### src/rtl/pipe_stage_chain.sv
// pipe_stage_chain
//   Elastic pipeline register chain: DEPTH stages of WIDTH-bit payload, each
//   with a valid bit, a per-stage stall (hold) and a per-stage flush (kill).
//   Valid/ready on both ends; ready propagates combinationally from the
//   output back to the input, so a full chain keeps 1 item/cycle throughput.
//
// Ports
//   clk        in   rising-edge clock
//   rst        in   asynchronous active-low reset
//   in_valid   in   upstream offers in_data
//   in_ready   out  stage 0 accepts in_data this cycle
//   in_data    in   payload into stage 0
//   out_valid  out  stage DEPTH-1 presents out_data
//   out_ready  in   downstream accepts out_data
//   out_data   out  payload of stage DEPTH-1
//   stall      in   bit i: stage i holds, sends nothing, receives nothing
//   flush      in   bit i: kill stage i contents at next edge
//   occupancy  out  number of valid stages (register-only path)
//
// Optional feature (macro PIPE_PERF_CNT_EN)
//   perf_bubble_cnt  out  cycles with out_ready=1 and out_valid=0 (saturating)
//   perf_flush_cnt   out  valid entries killed by flush (saturating)

module pipe_stage_chain #(
  parameter int WIDTH = 32,
  parameter int DEPTH = 4,
  parameter int CNT_W = 32
) (
  input  logic                         clk,
  input  logic                         rst,
  input  logic                         in_valid,
  output logic                         in_ready,
  input  logic [WIDTH-1:0]             in_data,
  output logic                         out_valid,
  input  logic                         out_ready,
  output logic [WIDTH-1:0]             out_data,
  input  logic [DEPTH-1:0]             stall,
  input  logic [DEPTH-1:0]             flush,
  output logic [$clog2(DEPTH+1)-1:0]   occupancy
`ifdef PIPE_PERF_CNT_EN
  ,
  output logic [CNT_W-1:0]             perf_bubble_cnt,
  output logic [CNT_W-1:0]             perf_flush_cnt
`endif
);

  localparam int OCC_W = $clog2(DEPTH+1);

  logic [DEPTH-1:0] r_valid;
  logic [WIDTH-1:0] r_data [DEPTH];

  logic [DEPTH-1:0] w_blk;
  logic [DEPTH-1:0] w_move;
  logic [DEPTH-1:0] w_acc;
  logic [DEPTH-1:0] w_src_valid;
  logic [WIDTH-1:0] w_src_data [DEPTH];
  logic [OCC_W-1:0] w_occ;

  // A flushed stage behaves like a stalled one for the handshake: it neither
  // sends nor receives, so an upstream entry aimed at it waits instead of
  // being lost.
  assign w_blk = stall | flush;

  // Ready ripples from the output end toward stage 0. The running "open"
  // flag is kept in a block-local variable so the chain is a straight
  // combinational walk rather than a self-referencing vector.
  always_comb begin : p_handshake
    logic v_open;
    v_open = out_ready;
    w_move = '0;
    w_acc  = '0;
    for (int i = DEPTH - 1; i >= 0; i--) begin
      w_move[i] = r_valid[i] & ~w_blk[i] & v_open;
      w_acc[i]  = ~w_blk[i] & (~r_valid[i] | w_move[i]);
      v_open    = w_acc[i];
    end
  end

  // What each stage would load when it accepts: stage 0 takes the input
  // port, every other stage takes its upstream neighbour if that one moves.
  for (genvar g = 0; g < DEPTH; g++) begin : g_src
    if (g == 0) begin : g_head
      assign w_src_valid[g] = in_valid;
      assign w_src_data[g]  = in_data;
    end else begin : g_body
      assign w_src_valid[g] = w_move[g-1];
      assign w_src_data[g]  = r_data[g-1];
    end
  end

  always_ff @(posedge clk or negedge rst) begin
    if (!rst) begin
      r_valid <= '0;
      for (int i = 0; i < DEPTH; i++) begin
        r_data[i] <= '0;
      end
    end else begin
      for (int i = 0; i < DEPTH; i++) begin
        if (flush[i]) begin
          r_valid[i] <= 1'b0;
        end else if (w_acc[i]) begin
          r_valid[i] <= w_src_valid[i];
          // bubbles leave the payload untouched to avoid needless toggling
          if (w_src_valid[i]) begin
            r_data[i] <= w_src_data[i];
          end
        end
      end
    end
  end

  always_comb begin
    w_occ = '0;
    for (int i = 0; i < DEPTH; i++) begin
      w_occ = w_occ + OCC_W'(r_valid[i]);
    end
  end

  assign in_ready  = w_acc[0];
  assign out_valid = r_valid[DEPTH-1] & ~w_blk[DEPTH-1];
  assign out_data  = r_data[DEPTH-1];
  assign occupancy = w_occ;

`ifdef PIPE_PERF_CNT_EN
  // Sums are computed one carry-space wider than the counter so saturation
  // is a plain compare against all-ones.
  localparam int SUM_W = CNT_W + OCC_W;
  localparam logic [SUM_W-1:0] CNT_MAX = SUM_W'({CNT_W{1'b1}});

  logic [CNT_W-1:0] r_bubble_cnt;
  logic [CNT_W-1:0] r_flush_cnt;
  logic [OCC_W-1:0] w_kills;
  logic [SUM_W-1:0] w_bubble_sum;
  logic [SUM_W-1:0] w_flush_sum;

  always_comb begin
    w_kills = '0;
    for (int i = 0; i < DEPTH; i++) begin
      w_kills = w_kills + OCC_W'(r_valid[i] & flush[i]);
    end
  end

  assign w_bubble_sum = SUM_W'(r_bubble_cnt) + SUM_W'(out_ready & ~out_valid);
  assign w_flush_sum  = SUM_W'(r_flush_cnt) + SUM_W'(w_kills);

  always_ff @(posedge clk or negedge rst) begin
    if (!rst) begin
      r_bubble_cnt <= '0;
      r_flush_cnt  <= '0;
    end else begin
      r_bubble_cnt <= (w_bubble_sum > CNT_MAX) ? {CNT_W{1'b1}} : w_bubble_sum[CNT_W-1:0];
      r_flush_cnt  <= (w_flush_sum > CNT_MAX) ? {CNT_W{1'b1}} : w_flush_sum[CNT_W-1:0];
    end
  end

  assign perf_bubble_cnt = r_bubble_cnt;
  assign perf_flush_cnt  = r_flush_cnt;
`endif

endmodule
### config.mk
export PLATFORM = sky130hd
export DESIGN_NAME = pipe_stage_chain
export DESIGN_NICKNAME = d
export VERILOG_FILES = /design/src/rtl/pipe_stage_chain.sv
export SDC_FILE = /design/constraint.sdc
export NUM_CORES = 1
export LEC_CHECK = 0
export BUFFER_PORTS_ARGS = -buffer_cell sky130_fd_sc_hd__buf_2
export CORE_MARGIN = 2
export CORE_UTILIZATION = 55
export CTS_BUF_LIST = sky130_fd_sc_hd__clkbuf_4
export DETAILED_ROUTE_END_ITERATION = 7
export PLACE_DENSITY = 0.77
export SYNTH_ARGS = -nofsm -noshare
export SYNTH_HDL_FRONTEND = slang
export SYNTH_SLANG_ARGS = --single-unit
export TNS_END_PERCENT = 1
### constraint.sdc
create_clock -name clk -period 2.12 [get_ports clk]
set_input_delay 0.106 -clock clk [delete_from_list [all_inputs] [get_ports clk]]
set_output_delay 0.106 -clock clk [all_outputs]
set_load 0.1 [all_outputs]
# Word-level counts from Yosys, hierarchy flattened
# Cells that the tools add are included.
dict set report totals {
  output_inout_bits 37
  word_cells 56
  register_bits 132
}
dict set report op_classes {
  n_mux 8
  n_addsub 3
  n_reduce_logical 8
  bitwise_logic 29
}
# cell count
set ops {}
lappend ops {{AND 1 bit} 12}
lappend ops {{inverter 1 bit} 12}
lappend ops {{AND reduction 3 bit} 4}
lappend ops {{2-to-1 mux 1 bit} 8}
lappend ops {{nonzero test 2 bit} 4}
lappend ops {{OR 1 bit} 4}
lappend ops {{OR 4 bit} 1}
lappend ops {{adder 2 x 1 -> 3 bit} 1}
lappend ops {{adder 3 x 1 -> 3 bit} 1}
lappend ops {{adder 1 x 1 -> 2 bit} 1}

# Longest topological paths before layout
# Gate-level depths: netlist of the first run.
dict set report depth {
  depth_word 17
  ltp_mapped 7
}

# Least setup slack after synthesis of the first run
# OpenSTA, ideal clock, no wires.
dict set report synth_timing {
  path_kind {reg-to-reg}
  start {register r_valid[3]}
  end {register r_data[100] (netlist bit)}
  n_path_buf 2
  required_ps 1995
  stages_incl_launch_ff 8
  arrival_time_ps 2884
  slack_ps -889
  setup_ps 125
  cell_sequence {dfrtp_1 -> nand2b_1 -> nand2_1 -> a221oi_2 -> and2_1 -> buf_4 -> buf_6 -> mux2_4}
}
dict set report synth_via {
  elab_chain_cells 14
  elab_cells_between_ends 15
  classes_between {bitwise: 14; reduce/logical: 1}
}
# item line
set synth_lines {}
lappend synth_lines {{start: declaration} 49} ;# logic [DEPTH-1:0] r_valid;
lappend synth_lines {{start signal: indexed assignment} 102} ;# r_valid[i] <= w_src_valid[i];
lappend synth_lines {{AND 1 bit (2 in a row)} 73} ;# w_move[i] = r_valid[i] & ~w_blk[i] & v_open;
lappend synth_lines {{OR 1 bit *} 74} ;# w_acc[i] = ~w_blk[i] & (~r_valid[i] | w_move[i]);
lappend synth_lines {{AND 1 bit *} 74}
lappend synth_lines {{AND 1 bit *} 73}
lappend synth_lines {{OR 1 bit *} 74}
lappend synth_lines {{AND 1 bit *} 74}
lappend synth_lines {{AND 1 bit *} 73}
lappend synth_lines {{OR 1 bit *} 74}
lappend synth_lines {{AND 1 bit *} 74}
lappend synth_lines {{AND 1 bit *} 73}
lappend synth_lines {{OR 1 bit *} 74}
lappend synth_lines {{AND 1 bit *} 74}
lappend synth_lines {{net in_ready} 32} ;# output logic in_ready,
lappend synth_lines {{AND reduction 3 bit (no line) *} --}
lappend synth_lines {{end signal: indexed assignment} 105} ;# r_data[i] <= w_src_data[i];
lappend synth_lines {{end: declaration} 50} ;# logic [WIDTH-1:0] r_data [DEPTH];
# The timed path passes the listed nets; every way through them passes the cells marked *.
# A chain may end at the register's enable or synchronous reset.

# Final worst setup path of the first run
dict set report layout_timing {
  start {register r_valid[0]}
  end {output occupancy[1]}
}
dict set report layout_via {
  elab_chain_cells 3
}
# item line
set layout_lines {}
lappend layout_lines {{adder 1 x 1 -> 2 bit} 115} ;# w_occ = w_occ + OCC_W'(r_valid[i]);
lappend layout_lines {{adder 2 x 1 -> 3 bit} 115}
lappend layout_lines {{adder 3 x 1 -> 3 bit} 115}
lappend layout_lines {{end: declaration} 39} ;# output logic [$clog2(DEPTH+1)-1:0] occupancy
# Every way passes these cells.

==> qor.yml, run 1 <==
status: "complete, but fails checks"
tightest_slew_ns: 0.549
final_cells: 591
place_hpwl_um: 5920
synthFlopType: "dfrtp_1"
clk_path_buf_depth: 2
slew_headroom_pct: 63.4
die-width_um: 103
drt_wl_total_um: 9420
max_freq_mhz: 445
hold_class: "input port to asynchronous set/reset pin"
cts.sinks: 132
synth_seq_area_share_pct: 61.3
place.gp.congestion: 0.787
cp-end-kind: "output pin"
syn-instance-count: 339
syn_avg_cell_area_um2: 15.9
worstSetupPathType: "flop to output pin"
fin_crit_sh_pct: 106
io-pin-count: 81
post-place-ws_ns: 0.195
startpoint_type: "flop"
hold_ws_ns: 0.121
cts_root_buf: "clkbuf_4"
synth_xor_xnor_area_share_pct: 0
synth_mux_area_share_pct: 28.2
finalWorstSetupSlack_ns: -0.129
drive_gt1_share_pct: 55.0
final_common_cell: "dfrtp_1"
synth_compound_area_share_pct: 1.53
setup_violations: 2
syn_to_final_growth_pct: 21.7
avgRoutedWirePerCell_um: 15.9
period_needed_ns: 2.25
final_cell_mix: "dfrtp_1, mux2_2, buf_2"
maxCapViolations: 0
grt_pass1_vias: 3297
core_area_mm2: 0.00964
cp.required_ns: 2.01
ir_drop_v: 0.000429
drcViolationCount: 0
grt_overflow_total: 0
hold_viol: 0
cts_tree: "done"
r2r_slack_ns: 0.04
synth.distinct_cells: 29
post-route-util_pct: 68.0
ant_nets: 0
synth_top_family_by_area: "multiplexers"
antennaDiodeCount: 0
grt_pass1_wl_um: 15700
critPathArrivalTime_ns: 2.14
cts_buffers: 17
yosysWarnings: 0
fp.dieH_um: 103
synth-seq-cells: 132
violations: "negative setup slack"
synthesis.nets: 386
first_pass_iters: 4
dr_total_vias: 2999
finalClockSkew_ns: 0.0186
synth-simple-area-share_pct: 1.39
die_area_mm2: 0.0106
start_util_pct: 55.9
dp_cells: 515
rows: 36
drtIter0Drc: 73
rsz0062_at_grt: "true"
p_per_area_mw_per_mm2: 795
maxSlewViolCount: 0
routed_via_density: 5.07
cellLeakagePower_nw: 3.36
portBuffers: 80
async_flop_share_pct: 100
synth_area_mm2: 0.00539
p_total_mw: 5.21
worstPathMaxFanout: 2
finalNetCount: 492
clock_latency_ns: 0.50
synth_edf_count: 0
antenna_found_initial: 0
track_usage_pct: 19.7
h-tree-depth: 4
synthAdderAreaFrac_pct: 0.836
clkTransAtPathRegs_ns: 0.11
grt_max_degree: 50
-- flip-flops by register name, indices dropped and copies added (netlist names) --
| name | flops |
|---|---|
| r_valid | 4 |
| out_data | 32 |
| r_data | 96 |
-- critical path: stages, from the launching register on --
cell and delay, ns:
dfrtp_1 0.40, inv_2 0.06, fa_1 0.55, inv_2 0.05, ha_4 0.16, ha_4 0.26, buf_12 0.16
-- area by class of cell --
class                           count  area [µm²]
Clock buffer                       18         135
Inverter                            6        22.5
Timing Repair Buffer              132         986
Tap cell                          133         166
Fill cell                         684        3080
Clock inverter                     14         161
Multi-Input combinational cell    156        1780
Sequential cell                   132        3300
-- power breakdown --
group	internal, mW	total [mW]	switching, mW
registers	2.79	2.94	0.144
logic	0.360	0.569	0.209
clock network	0.823	1.70	0.881
-- metrics by stage --
stage	setup TNS, ns	instance area [µm²]
after floorplan	-11.53	5400
after global placement	0	5790
after detailed placement	0	5790
after CTS	-0.177	6540
after global routing	-0.642	6560
final	-0.148	6560
-- final timing paths --
check | from | endpoint | cells after the start
worst max register to register | r_valid[0]$_DFFE_PN0P_ | r_data[116]$_DFFE_PN0P_ | 7
worst max-delay path | r_valid[0]$_DFFE_PN0P_ | occupancy[1] | 6
min in group clk | stall[2] | r_valid[2]$_DFFE_PN0P_ | 4
max in group asynchronous | rst | r_valid[1]$_DFFE_PN0P_ | 3
worst min register to register | r_data[125]$_DFFE_PN0P_ | r_data[125]$_DFFE_PN0P_ | 1
worst min-delay path | rst | r_data[55]$_DFFE_PN0P_ | 2
-- per-layer routing --
layer,global-route usage (%),routed length [µm],vias to the layer above,share of wire [%]
li1,-,-,1366,-
met1,24.5,3970,1527,42
met2,32.2,4760,85,50
met3,5.97,519,21,5.5
met4,8.40,173,0,1.8
met5,0,0,-,0
-- synthesized netlist by cell type (2+ instances only) --
library cell  instances  area (µm²)
o21ai_0               2        10.0
mux2_1               11         124
buf_4                33         248
clkbuf_1              3        11.3
ha_1                  2        25.0
mux2_4               20         300
nor2_1                4        15.0
nand2b_1              2        12.5
inv_1                 5        18.8
nand3_1               2        10.0
nand2_1               2        7.51
mux2_2               97        1090
dfrtp_1             132        3300
buf_6                 6        67.6
buf_2                 3        15.0
o31ai_1               2        15.0
-- cell families after synthesis --
| group | count (synthesis) |
|---|---|
| adders and majority gates | 3 |
| buffers and inverters | 51 |
| muxes | 128 |
| and+or+nand+nor | 15 |
| DFF | 132 |
| AOI/OAI and AO/OA | 10 |
-- what timing repair did --
item / 4_1_cts / 5_1_grt
setup buffers: 3 / 1
hold buffers: 40 / 0
setup endpoints to repair: 4 / 4
pin swaps: 1 / 2
gates resized for setup: 7 / 3
endpoints found under the hold margin: 76 / 0
No activity file was read; power rests on OpenSTA's default activity.
==> inputs of run 2 (changes only) <==
BUFFER_PORTS_ARGS = -buffer_cell sky130_fd_sc_hd__buf_4   (was -buffer_cell sky130_fd_sc_hd__buf_2)
==> qor.yml, run 2 (synthesis gave the netlist of run 1 again) <==
post-route-util_pct: 69.7
start_util_pct: 55.9
die-width_um: 103
final_common_cell: "dfrtp_1"
p_seq_share_pct: 56.7
cts_tree: "done"
placed_area_mm2: 0.00593
slew_headroom_pct: 49.3
grt_pass1_wl_um: 15000
power.share.clock_pct: 32.0
cp.required_ns: 2.01
rsz0062_at_grt: "true"
cts_root_buf: "clkbuf_4"
finalClockSkew_ns: 0.00959
worstPathCellList: "inv_2 -> fa_1 -> inv_2 -> ha_4 -> ha_4 -> buf_12"
die_area_mm2: 0.0106
largest_reg_flops: 96
drt_wl_total_um: 9320
clock_latency_ns: 0.50
crit_buf_inv: 3
maxCapViolations: 0
io-pin-count: 81
final_cell_mix: "dfrtp_1, mux2_2, buf_4"
critPathMaxStageDelay_ns: 0.53
status: "complete, but fails checks"
clk_path_buf_depth: 2
grt_max_degree: 133
maxSlewViolCount: 0
violations: "negative setup slack"
switching_power_mw: 1.17
core_area_mm2: 0.00964
period_needed_ns: 2.26
cellLeakagePower_nw: 3.39
ir_drop_v: 0.000421
antennaDiodeCount: 0
grt_overflow_total: 0
finalWorstSetupSlack_ns: -0.139
syn_to_final_growth_pct: 24.7
crit_family: "adder cells"
startpoint_type: "flop"
dp_cells: 514
grt_pass1_vias: 3182
antenna_found_initial: 0
h-tree-depth: 4
final_area_mm2: 0.00672
finalNetCount: 491
clkTransAtPathRegs_ns: 0.11
max_freq_mhz: 443
drive_gt1_share_pct: 54.9
drcViolationCount: 0
first_pass_iters: 4
worstPathMaxFanout: 2
fin_crit_sh_pct: 107
intPower_mw: 3.99
routed_via_density: 5.05
dr_total_vias: 2981
place_hpwl_um: 5470
cp-end-kind: "output pin"
portBuffers: 80
tightest_slew_ns: 0.760
track_usage_pct: 19.2
hold_viol: 0
setup_violations: 2
fp.dieH_um: 103
avgRoutedWirePerCell_um: 15.8
critPathArrivalTime_ns: 2.15
cts.sinks: 132
ant_nets: 0
swShare_pct: 22.7
final_cells: 590
drtIter0Drc: 86
rows: 36
p_per_area_mw_per_mm2: 769
place.gp.congestion: 0.778
cts_buffers: 17
worstSetupPathType: "flop to output pin"
power_frac_comb_pct: 11.3
hold_class: "input port to flop"
largest_register: "r_data"
critPathSlowestCell: "fa_1"
## run 2: changes by cell type in the layout (fill, tap and decap cells not counted), sizes merged
| cell | before | now |
|---|---|---|
| clkbuf | 18 | 19 |
| clkinv | 7 | 9 |
| clkinvlp | 3 | 1 |
| buf | 92 | 91 |
| inv | 7 | 6 |
## run 2: power by group through the flow
stage          logic (mW)  clock network (mW)  registers (mW)
2_1_floorplan       0.353                   0            2.93
3_3_place_gp        0.491                   0            2.96
3_5_place_dp        0.513                   0            2.98
4_1_cts             0.587                1.70            2.93
5_1_grt             0.637                1.83            2.96
6_report            0.585                1.65            2.93
## run 2: metal layers
metal  part of all wire [%]  track usage [%]  vias to the layer above
li1                       -                -                     1364
met1                     42             22.9                     1521
met2                     51             31.1                       75
met3                    4.8             7.12                       21
met4                    2.4             9.21                        0
met5                      0                0                        -
## run 2: final cells by class
type / count / area [µm²]
Clock inverter: 13 / 140
Inverter: 6 / 22.5
Clock buffer: 19 / 143
Fill cell: 696 / 2920
Timing Repair Buffer: 131 / 1170
Tap cell: 133 / 166
Sequential cell: 132 / 3300
Multi-Input combinational cell: 156 / 1770
## run 2: worst min-delay path, stage by stage
cell,delay (ns)
buf_4,0.09
nor2_1,0.07
a21boi_0,0.16
o21ai_0,0.16
## run 2: through the flow
stage	hold slack (ns)	setup TNS [ns]	power [mW]	worst slack, ns
final	0.124	-0.173	5.17	-0.139
after global routing	0.136	-0.532	5.43	-0.238
after CTS	0.0587	-0.182	5.22	-0.148
after detailed placement	0.271	0	3.49	0.166
after global placement	0.268	0	3.45	0.212
after floorplan	-0.190	-11.53	3.29	-0.372
## run 2: final timing paths
path                            cells after the start                  endpoint  slack [ns]                    start
max in group asynchronous                           3    r_valid[1]$_DFFE_PN0P_        1.32                      rst
worst max register to register                      6   r_data[125]$_DFFE_PN0P_        0.04   r_valid[0]$_DFFE_PN0P_
worst min-delay path                                4    r_valid[2]$_DFFE_PN0P_        0.12                 stall[2]
min in group asynchronous                           3  out_data[23]$_DFFE_PN0P_        0.17                      rst
worst min register to register                      1   r_data[116]$_DFFE_PN0P_        0.50  r_data[116]$_DFFE_PN0P_
worst max-delay path                                6              occupancy[1]       -0.14   r_valid[0]$_DFFE_PN0P_
## run 2: repair_timing
action	4_1_cts	5_1_grt
setup buffers	4	0
resized for setup	15	3
endpoints found under the hold margin	168	0
setup endpoints to repair	3	5
hold buffers	40	0
pin swaps	2	0
==> inputs of run 3 (changes only) <==
PLACE_DENSITY = default   (was 0.77)
PLACE_DENSITY_LB_ADDON = 0.15   (was default)
==> qor.yml, run 3 (synthesis gave the netlist of run 1 again) <==
violations: "negative setup slack"
clk_path_buf_depth: 2
fin_crit_sh_pct: 105
tightest_slew_ns: 0.492
r2r_slack_ns: 0.13
final_cells: 590
startpoint_type: "flop"
status: "complete, but fails checks"
maxSlewViolCount: 0
grt_overflow_total: 0
track_usage_pct: 18.9
grt_pass1_wl_um: 14800
cp.required_ns: 2.01
rows: 36
max_freq_mhz: 448
worstSetupPathType: "flop to output pin"
drtIter0Drc: 59
final_cell_mix: "dfrtp_1, mux2_2, buf_4"
placed_area_mm2: 0.00596
portBuffers: 80
cellLeakagePower_nw: 3.40
drcViolationCount: 0
critPathArrivalTime_ns: 2.13
finalNetCount: 491
multi_input_area_mm2: 0.00177
slew_headroom_pct: 67.2
largest_register: "r_data"
hold_viol: 0
drive_gt1_share_pct: 54.7
finalClockSkew_ns: 0.00995
drt_wl_total_um: 9100
cts.sinks: 132
ff2ff_path_depth: 6
cts_tree: "done"
clock_latency_ns: 0.50
critPathSlowestCell: "fa_1"
crit_family: "adder cells"
antenna_found_initial: 0
r2r_start: "r_valid[1]$_DFFE_PN0P_"
startpoint: "r_valid[1]$_DFFE_PN0P_"
final_area_mm2: 0.00678
critPathMaxStageDelay_ns: 0.55
seqCellArea_mm2: 0.00330
largest_reg_flops: 96
ir_drop_v: 0.000440
place.gp.congestion: 0.844
cp_num_cells: 6
finalWorstSetupSlack_ns: -0.111
fillCellCount: 687
setup_violations: 1
worstPathMaxFanout: 2
cp-end-kind: "output pin"
dp_cells: 514
worstPathCellList: "inv_2 -> fa_1 -> inv_2 -> ha_4 -> ha_4 -> buf_12"
grt_pass1_vias: 3061
r2r-end: "r_data[126]$_DFFE_PN0P_"
hold_class: "input port to asynchronous set/reset pin"
die-width_um: 103
antennaDiodeCount: 0
setup-tns-final_ns: -0.111
crit_buf_inv: 3
start_util_pct: 55.9
dr_total_vias: 2946
clkTransAtPathRegs_ns: 0.12
endpoint: "occupancy[1]"
die_area_mm2: 0.0106
routed_via_density: 4.99
ant_nets: 0
grt_max_degree: 83
cts_root_buf: "clkbuf_4"
h-tree-depth: 4
rsz0062_at_grt: "true"
period_needed_ns: 2.23
cts_buffers: 17
final_common_cell: "dfrtp_1"
fp.dieH_um: 103
syn_to_final_growth_pct: 25.8
p_per_area_mw_per_mm2: 789
io-pin-count: 81
place_hpwl_um: 5350
first_pass_iters: 4
maxCapViolations: 0
avgRoutedWirePerCell_um: 15.4
core_area_mm2: 0.00964
==> run 3: repair_timing <==
item                       CTS  global route
resized for setup           15             1
hold buffers                40             0
setup buffers                4             0
setup endpoints to repair    3             4
hold endpoints to repair    86             0
pin swaps                    2             0
==> run 3: final cells by class <==
cell class | count | share of cell area, %
Clock inverter | 14 | 2.73
Tap cell | 133 | 2.46
Inverter | 6 | 0.332
Timing Repair Buffer | 131 | 17.5
Clock buffer | 18 | 1.99
Multi-Input combinational cell | 156 | 26.2
Sequential cell | 132 | 48.8
==> run 3: worst min-delay path by stage <==
stage                     startpoint  slack, ns  depth (start not counted)                       end
after floorplan                  rst      -0.19                          0   out_data[0]$_DFFE_PN0P_
after global placement           rst       0.10                          1  out_data[12]$_DFFE_PN0P_
after detailed placement         rst       0.11                          1  out_data[12]$_DFFE_PN0P_
after CTS                        rst       0.06                          2    r_data[52]$_DFFE_PN0P_
after global routing             rst       0.07                          2    r_data[85]$_DFFE_PN0P_
final                            rst       0.10                          2    r_data[85]$_DFFE_PN0P_
==> run 3: layer usage <==
layer,vias to the layer above,GRT usage (%),wire length (µm)
li1,1362,-,-
met5,-,0,0
met3,6,7.32,435
met2,73,29.1,4410
met1,1505,24.9,4180
met4,0,6.17,72
==> run 3: metrics by stage <==
step                setup slack, ns  power [mW]  hold WS [ns]  utilization, %
finish                       -0.111        5.34         0.103            70.3
global route                 -0.228        5.62        0.0666            70.3
CTS                          -0.160        5.43        0.0589            70.2
detailed placement            0.179        3.49         0.110            61.8
global placement              0.204        3.47         0.100            61.8
floorplan                    -0.372        3.29        -0.190               -
==> run 3: power by group <==
| group | leakage (nW) | internal (mW) | switching [mW] |
|---|---|---|---|
| clock | 0.160 | 0.942 | 0.893 |
| combinational | 1.49 | 0.380 | 0.198 |
| sequential | 1.75 | 2.79 | 0.137 |
| total | 3.40 | 4.12 | 1.23 |
